### src/rtl/freq_div_ctrl_pkg.sv
// Shared definitions for the programmable clock-divider controller.
// State encoding and the smallest legal divide ratio.
package freq_div_ctrl_pkg;

    typedef enum logic [1:0] {
        IDLE = 2'd0,
        RUN  = 2'd1,
        PEND = 2'd2
    } state_t;

    localparam int MIN_DIV = 2;

endpackage

### src/rtl/div_mod_counter.sv
// Mod-N up-counter with synchronous clear and a registered wrap pulse.
// Exposes its next count so the owner can register decoded outputs in step with it.
module div_mod_counter
    import freq_div_ctrl_pkg::*;
#(
    parameter int W = 8
) (
    input  logic         clk,
    input  logic         reset,
    input  logic         clear,
    input  logic         inc,
    input  logic [W-1:0] mod,
    output logic [W-1:0] cnt_next,
    output logic         wrap
);

    logic [W-1:0] cnt;
    logic [W-1:0] last;

    assign last = mod - W'(1);

    always_comb begin
        cnt_next = cnt;
        if (clear) begin
            cnt_next = '0;
        end else if (inc) begin
            cnt_next = (cnt == last) ? '0 : cnt + W'(1);
        end
    end

    // wrap is high in exactly the cycle where cnt == mod-1; mod only changes
    // when the count restarts at 0, so comparing against the current mod is safe.
    always_ff @(posedge clk) begin
        if (reset) begin
            cnt  <= '0;
            wrap <= 1'b0;
        end else begin
            cnt  <= cnt_next;
            wrap <= inc && !clear && (cnt_next == last);
        end
    end

endmodule

### src/rtl/freq_div_ctrl.sv
// Programmable integer clock-divider controller: FSM, ratio handshake and output decode.
// Optional completed-period counter enabled by defining FREQ_DIV_CTRL_PCNT_EN.
module freq_div_ctrl
    import freq_div_ctrl_pkg::*;
#(
    parameter int W           = 8,
    parameter int DEFAULT_DIV = 4
) (
    input  logic         clk,
    input  logic         reset,
    input  logic         en,
    input  logic         cfg_valid,
    input  logic [W-1:0] cfg_div,
    output logic         cfg_ready,
    output logic         cfg_err,
    output logic [W-1:0] cur_div,
    output logic         busy,
    output logic         tick,
    output logic         div_out,
    output logic [1:0]   dbg_state
`ifdef FREQ_DIV_CTRL_PCNT_EN
    ,
    output logic [15:0]  period_cnt
`endif
);

    // Handshake: a ratio transfers on any cycle with cfg_valid && cfg_ready;
    // cfg_ready depends only on state, never on cfg_valid.

    state_t       state, state_n;
    logic [W-1:0] pend_div, pend_n, cur_n;
    logic         err_n, tick_n, div_n;
    logic         xfer, bad;
    logic [W-1:0] cnt_next;
    logic         wrap;

    assign cfg_ready = (state != PEND);
    assign busy      = (state != IDLE);
    assign dbg_state = state;
    assign xfer      = cfg_valid && cfg_ready;
    assign bad       = (cfg_div < W'(MIN_DIV));

    div_mod_counter #(.W(W)) u_cnt (
        .clk      (clk),
        .reset    (reset),
        .clear    (state == IDLE),
        .inc      (state != IDLE),
        .mod      (cur_div),
        .cnt_next (cnt_next),
        .wrap     (wrap)
    );

    always_comb begin
        state_n = state;
        cur_n   = cur_div;
        pend_n  = pend_div;
        err_n   = xfer && bad;
        case (state)
            IDLE: begin
                if (xfer && !bad) cur_n = cfg_div;
                if (en) state_n = RUN;
            end
            RUN: begin
                if (wrap && !en) begin
                    state_n = IDLE;
                    if (xfer && !bad) cur_n = cfg_div;
                end else if (xfer && !bad) begin
                    pend_n  = cfg_div;
                    state_n = PEND;
                end
            end
            PEND: begin
                if (wrap) begin
                    cur_n   = pend_div;
                    pend_n  = '0;
                    state_n = en ? RUN : IDLE;
                end
            end
            default: state_n = IDLE;
        endcase
        // High phase is ceil(N/2) cycles, measured with the ratio of the coming cycle.
        tick_n = (state_n != IDLE) && (cnt_next == '0);
        div_n  = (state_n != IDLE) && (cnt_next < (cur_n - (cur_n >> 1)));
    end

    always_ff @(posedge clk) begin
        if (reset) begin
            state    <= IDLE;
            cur_div  <= W'(DEFAULT_DIV);
            pend_div <= '0;
            cfg_err  <= 1'b0;
            tick     <= 1'b0;
            div_out  <= 1'b0;
        end else begin
            state    <= state_n;
            cur_div  <= cur_n;
            pend_div <= pend_n;
            cfg_err  <= err_n;
            tick     <= tick_n;
            div_out  <= div_n;
        end
    end

`ifdef FREQ_DIV_CTRL_PCNT_EN
    always_ff @(posedge clk) begin
        if (reset) begin
            period_cnt <= '0;
        end else if (wrap && period_cnt != 16'hFFFF) begin
            period_cnt <= period_cnt + 16'd1;
        end
    end
`else
    // Without the period counter the wrap strobe only steers the FSM.
`endif

endmodule

### config.mk
export PLATFORM = sky130hd
export DESIGN_NAME = freq_div_ctrl
export DESIGN_NICKNAME = d
export VERILOG_FILES = /design/src/rtl/freq_div_ctrl_pkg.sv /design/src/rtl/div_mod_counter.sv /design/src/rtl/freq_div_ctrl.sv
export SDC_FILE = /design/constraint.sdc
export NUM_CORES = 1
export LEC_CHECK = 0
export CAP_MARGIN = 20
export CORE_MARGIN = 4
export CORE_UTILIZATION = 50
export CTS_CLUSTER_DIAMETER = 80
export CTS_CLUSTER_SIZE = 28
export DETAILED_ROUTE_END_ITERATION = 8
export MAX_ROUTING_LAYER = met4
export PLACE_DENSITY = 0.73
export SLEW_MARGIN = 10
export SYNTH_ARGS = -nofsm -noshare
export SYNTH_HDL_FRONTEND = slang
export SYNTH_SLANG_ARGS = --single-unit
### constraint.sdc
create_clock -name clk -period 10 [get_ports clk]
set_clock_uncertainty 0.2 [all_clocks]
set_input_delay 1.5 -clock clk [delete_from_list [all_inputs] [get_ports clk]]
set_output_delay 1.5 -clock clk [all_outputs]
set_load 0.02 [all_outputs]
* Word level (Yosys, flattened, before mapping)
Index checks and enable logic that the tools add are counted.
** Storage, ports and cells
- Memories kept :: 0
- Word-level logic and storage cells :: 55
- Input bits :: 12
- RAM bits :: 0
- Flip-flop bits (word level) :: 30
- Output and inout port bits :: 15
- Bits in latches :: 0
- ROM bits :: 0
** Operators by class
- Muxes and demuxes :: 17
- $mul :: 0
- Div/mod/pow operators :: 0
- Magnitude comparators :: 2
- Reduce and logical (&&, ||, !) cells :: 17
- Add/subtract/negate cells :: 3
- Equality and inequality tests :: 8
- Bitwise operators :: 0
- Shifts and indexed selects :: 0
** Operator list (number)
- 8-bit two-way mux :: 9
- 8-bit case mux with 3 select lines :: 1
- 8-bit equality test :: 2
- 8-bit case mux with 2 select lines :: 1
- 8-bit by 1-bit adder with 8-bit output (second input constant) :: 1
- 1-bit logical AND :: 8
- 8-bit logical NOT :: 1
- 8-bit by 2-bit < comparator with 1-bit output (second input constant) :: 1
- 8-bit < comparator :: 1
- 2-bit two-way mux :: 4
- 8-bit by 1-bit subtractor with 8-bit output (second input constant) :: 1
- 8-bit by 7-bit subtractor with 8-bit output :: 1
- 2-bit != test (second input constant) :: 3
- 2-bit case mux with 3 select lines :: 1
- 2-bit nonzero test :: 3
- 4-bit AND reduction :: 1
- 1-bit logical NOT :: 3
- 2-bit by 1-bit equality test with 1-bit output (second input constant) :: 1
- 2-bit equality test (second input constant) :: 1
- 2-bit logical NOT :: 1
- 2-bit by 1-bit != test with 1-bit output (second input constant) :: 1
- 1-bit two-way mux :: 1

* Longest topological paths before layout
- Depth in word-level cells :: 9
- Mapped depth :: 25

* By module
From an unflattened synthesis, not the netlist that was laid out.
** Unflattened totals
- Cell total of the unflattened synthesis :: 309
- Area, all modules :: 2534.9 um^2
** Modules (own cells, without submodules)
- freq_div_ctrl :: sequential area each 420.4 um^2, cells an instance 196, area each 1551.5 um^2, instances 1
- div_mod_counter :: sequential area each 180.2 um^2, cells an instance 113, area each 983.4 um^2, instances 1

* Worst setup path after synthesis
OpenSTA, ideal clock, no wires.
- Kind :: input to register
- From :: in cfg_div[5]
- To :: reg div_out
- Setup slack :: 4.706 ns
- Arrival :: 5.020 ns
- Data required time :: 9.726 ns
- Cell stages on the path :: 22
- Cell sequence :: nor4_1 a21oi_1 and2_1 buf_2 a21oi_2 nand2_1 nand2_1 ha_1 inv_1 fa_1 a21oi_1 nor2_1 nor2_1 o21bai_1 a21oi_1 xor2_1 ha_1 a21oi_1 nor2b_1 a2111oi_0 o21ai_0 a31oi_1
** Between the ends
- Longest elaborated chain between the ends :: 9
** RTL lines
- start, declared :: RTL line freq_div_ctrl.sv:13 : input logic [W-1:0] cfg_div,
- 8-bit by 2-bit < comparator with 1-bit output * :: RTL line freq_div_ctrl.sv:41 : assign bad = (cfg_div < W'(MIN_DIV));
- 1-bit logical NOT * :: RTL line freq_div_ctrl.sv:60, freq_div_ctrl.sv:66
- 1-bit logical AND * :: RTL line freq_div_ctrl.sv:60, freq_div_ctrl.sv:66
- 8-bit two-way mux * :: RTL line freq_div_ctrl.sv:60, freq_div_ctrl.sv:66
- 8-bit two-way mux :: RTL line freq_div_ctrl.sv:64 : if (wrap && !en) begin
- 8-bit case mux with 3 select lines * :: RTL line freq_div_ctrl.sv:58 : case (state)
- net cur_n[1] :: RTL line freq_div_ctrl.sv:31 : logic [W-1:0] pend_div, pend_n, cur_n;
- 8-bit by 7-bit subtractor with 8-bit output * :: RTL line freq_div_ctrl.sv:83 : div_n = (state_n != IDLE) && (cnt_next < (cur_n - (cur_n >> 1)));
- 8-bit < comparator * :: RTL line freq_div_ctrl.sv:83
- 1-bit logical AND * :: RTL line freq_div_ctrl.sv:83
- end signal, assigned :: RTL line freq_div_ctrl.sv:100 : div_out <= div_n;
- end, declared :: RTL line freq_div_ctrl.sv:19 : output logic div_out,
Mark *: on every way through the listed nets, which the timed path passes. The rest lies on a longest branch.
A chain may end at the register's enable or synchronous reset.

* Final worst setup path
Ends and elaborated chain as after synthesis.

==> results.json <==
{
  "utilization_pct": 62.49,
  "cts_buffers": 5,
  "cp_max_fo": 9,
  "path_clk_slew_ps": 60,
  "grt_overflow": 0,
  "area_growth_pct": 17.70,
  "power_density_mw_per_mm2": 144.3,
  "cts_hold_buf": 0,
  "postRouteAntennaNets": 0,
  "ctsResizeCount": 0,
  "tns_ps": 0,
  "via_per_inst": 5.942,
  "antenna_found_initial": 0,
  "start_util_pct": 53.09,
  "final_nets": 321,
  "grt_start_max_net_pins": 30,
  "endpoint_kind": "flop",
  "synth_top_family_by_area": "simple AND/OR/NAND/NOR gates",
  "outcome": "complete, no violations",
  "synthMuxAreaShare_pct": 0,
  "via_count": 2038,
  "worstSetupStartpointType": "input port",
  "r2r_setup_slack_ps": 4890,
  "netlist.area_leader.share_pct": 27.68,
  "grt.total_usage_pct": 21.78,
  "synth.cell_area_mm2": 0.002170,
  "nFillCells": 369,
  "tightestPinTransition_ps": 724.4,
  "ys_types": 54,
  "maxCapViolCount": 0,
  "synth-seq-cells": 30,
  "fp.dieH_um": 73.87,
  "synthSimpleGateAreaFrac_pct": 26.07,
  "period_minus_slack_ps": 6044,
  "drc_errors": 0,
  "required_ps": 10010,
  "wl_um": 5330,
  "cts_tree": "done",
  "drive_gt1_share_pct": 7.850,
  "ys.flop_type": "dfxtp_1",
  "hold_start": "pend_div[4]$_SDFFE_PP0P_",
  "ir_drop_v": 0.00009416,
  "async_reset_ff_share_pct": 0,
  "cts_sinks": 30,
  "rows": 23,
  "synth_nets": 297,
  "cts_buffer_depth": 2,
  "drt_first_pass_iters": 5,
  "routabilityCongestion": 0.9157,
  "synth_area_per_cell_um2": 8.095,
  "worstRegToRegCells": 23,
  "holdPathEnd": "pend_div[4]$_SDFFE_PP0P_",
  "synth-xor-area-share_pct": 10.73,
  "hold_violations": 0,
  "slew_headroom_pct": 51.70,
  "synth_compound_area_share_pct": 20.01,
  "setup_violations": 0,
  "grt_pass1_vias": 1865,
  "grt_pass1_wl_um": 8921,
  "p_total_w": 0.0003686,
  "num_io_pins": 27,
  "min_path_type": "flop to flop",
  "yosysWarnings": 0,
  "regToRegEndpoint": "div_out$_SDFF_PP0_",
  "core_area_mm2": 0.004086,
  "ys_seq_area_share_pct": 27.68,
  "synth_area_leaders": "dfxtp_1, ha_1, a21oi_1",
  "min_path_cells": 2,
  "cts-root-buf": "clkbuf_8",
  "synth_edf_count": 0,
  "final_max_slew_viol_count": 0,
  "port_buffers": 26,
  "rsz0062_at_grt": "false",
  "dieArea_mm2": 0.005457,
  "antennaDiodeCount": 0,
  "die_x_um": 73.87,
  "p_leak_nw": 1.016,
  "synth_fa_ha_area_share_pct": 10.15,
  "fmax_mhz": 165.5,
  "syn-instance-count": 268,
  "wl_per_cell_um": 15.54,
  "post_cts_buffers": 0,
  "arrival_ps": 6050,
  "rr_startpoint": "dbg_state[1]$_SDFF_PP0_",
  "h-tree-depth": 2,
  "crit_type": "input port to flop",
  "clock_latency_ps": 290,
  "hpwl_um": 4063,
  "synth_top_cell_by_area": "dfxtp_1",
  "min_period_over_period_pct": 60.44,
  "synthTopCellsByCount": "a21oi_1, dfxtp_1, nor2_1",
  "initialDrtViolationCount": 192
}
==> cell usage in the layout (no fill, tap or decap), types with 10 or more instances in the layout <==
cell type        Yosys  final
dfxtp_1             30     30
nand2_1             11     11
xnor2_1             14     14
nand3_1             24     24
xor2_1              10     10
clkdlybuf4s50_1      0     26
a21oi_1             30     30
ha_1                16     16
inv_1               17     17
nor2_1              26     26
==> per-layer routing <==
layer  global-route usage, %  up-vias  wire, µm
met5                       -        -         0
met4                   9.054        0       119
met3                   4.378        9       271
met2                   30.81       53      2341
met1                   29.98      957      2598
li1                        -     1019         -
==> cell type report <==
| class | instances | area, µm² | share of cell area, % |
|---|---|---|---|
| multi-input combinational | 210 | 1453 | 56.88 |
| sequential | 30 | 600.6 | 23.52 |
| timing repair buffer | 27 | 275.3 | 10.78 |
| clock buffer | 6 | 82.58 | 3.234 |
| inverter | 18 | 67.56 | 2.646 |
| tap | 50 | 62.56 | 2.450 |
| clock inverter | 2 | 12.51 | 0.4900 |
==> how the worst max path moves through the flow <==
| stage | startpoint | end | cells past startpoint |
|---|---|---|---|
| 2_1_floorplan | cfg_div[5] | div_out$_SDFF_PP0_ | 22 |
| 3_3_place_gp | cfg_div[5] | div_out$_SDFF_PP0_ | 22 |
| 3_5_place_dp | cfg_div[5] | div_out$_SDFF_PP0_ | 22 |
| 6_report | cfg_div[5] | div_out$_SDFF_PP0_ | 22 |
| 5_1_grt | cfg_div[5] | div_out$_SDFF_PP0_ | 22 |
| 4_1_cts | cfg_div[5] | div_out$_SDFF_PP0_ | 22 |
==> logic make-up after synthesis <==
kind of cell,Yosys count
buffers and inverters,28
adders and majority gates,17
AOI/OAI and AO/OA,66
xor gates and xnor gates,25
and+or+nand+nor,102
DFF,30
==> worst max-delay path, stage by stage <==
cell             delay, ps
clkdlybuf4s50_1        440
nor4_1                 430
a21oi_1                200
and2_1                 290
a21oi_2                310
nand2_1                120
nand2_1                150
ha_1                   190
inv_1                   60
fa_1                   410
a21oi_1                140
nor2_1                  50
nor2_1                 160
o21bai_1               110
a21oi_1                200
xor2_1                 170
ha_1                   260
a21oi_1                140
nor2b_1                 50
a2111oi_0              340
o21ai_0                150
a31oi_1                170
==> per-stage QoR <==
stage               instances  instance area (µm²)  setup WS, ps  hold WS (ps)
global placement          334                 2444          3865         255.8
CTS                       342                 2539          4014         271.3
global route              343                 2554          3479         291.8
detailed placement        334                 2444          3741         260.6
finish                    343                 2554          3956         272.5
floorplan                 268                 2170          4706         239.1
==> power by group <==
part / total, W / internal (W) / switching, W
combinational: 0.000129 / 0.0000574 / 0.0000721
clock: 0.000104 / 0.0000552 / 0.0000484
sequential: 0.000136 / 0.000125 / 0.0000101
==> sequential cells by signal, indices dropped and copies added, names as in the netlist <==
| register | cells |
|---|---|
| dbg_state | 2 |
| cfg_err | 1 |
| u_cnt.wrap | 1 |
| cur_div | 8 |
| u_cnt.cnt | 8 |
| tick | 1 |
| div_out | 1 |
| pend_div | 8 |
Power figures use the tool's default switching activity.
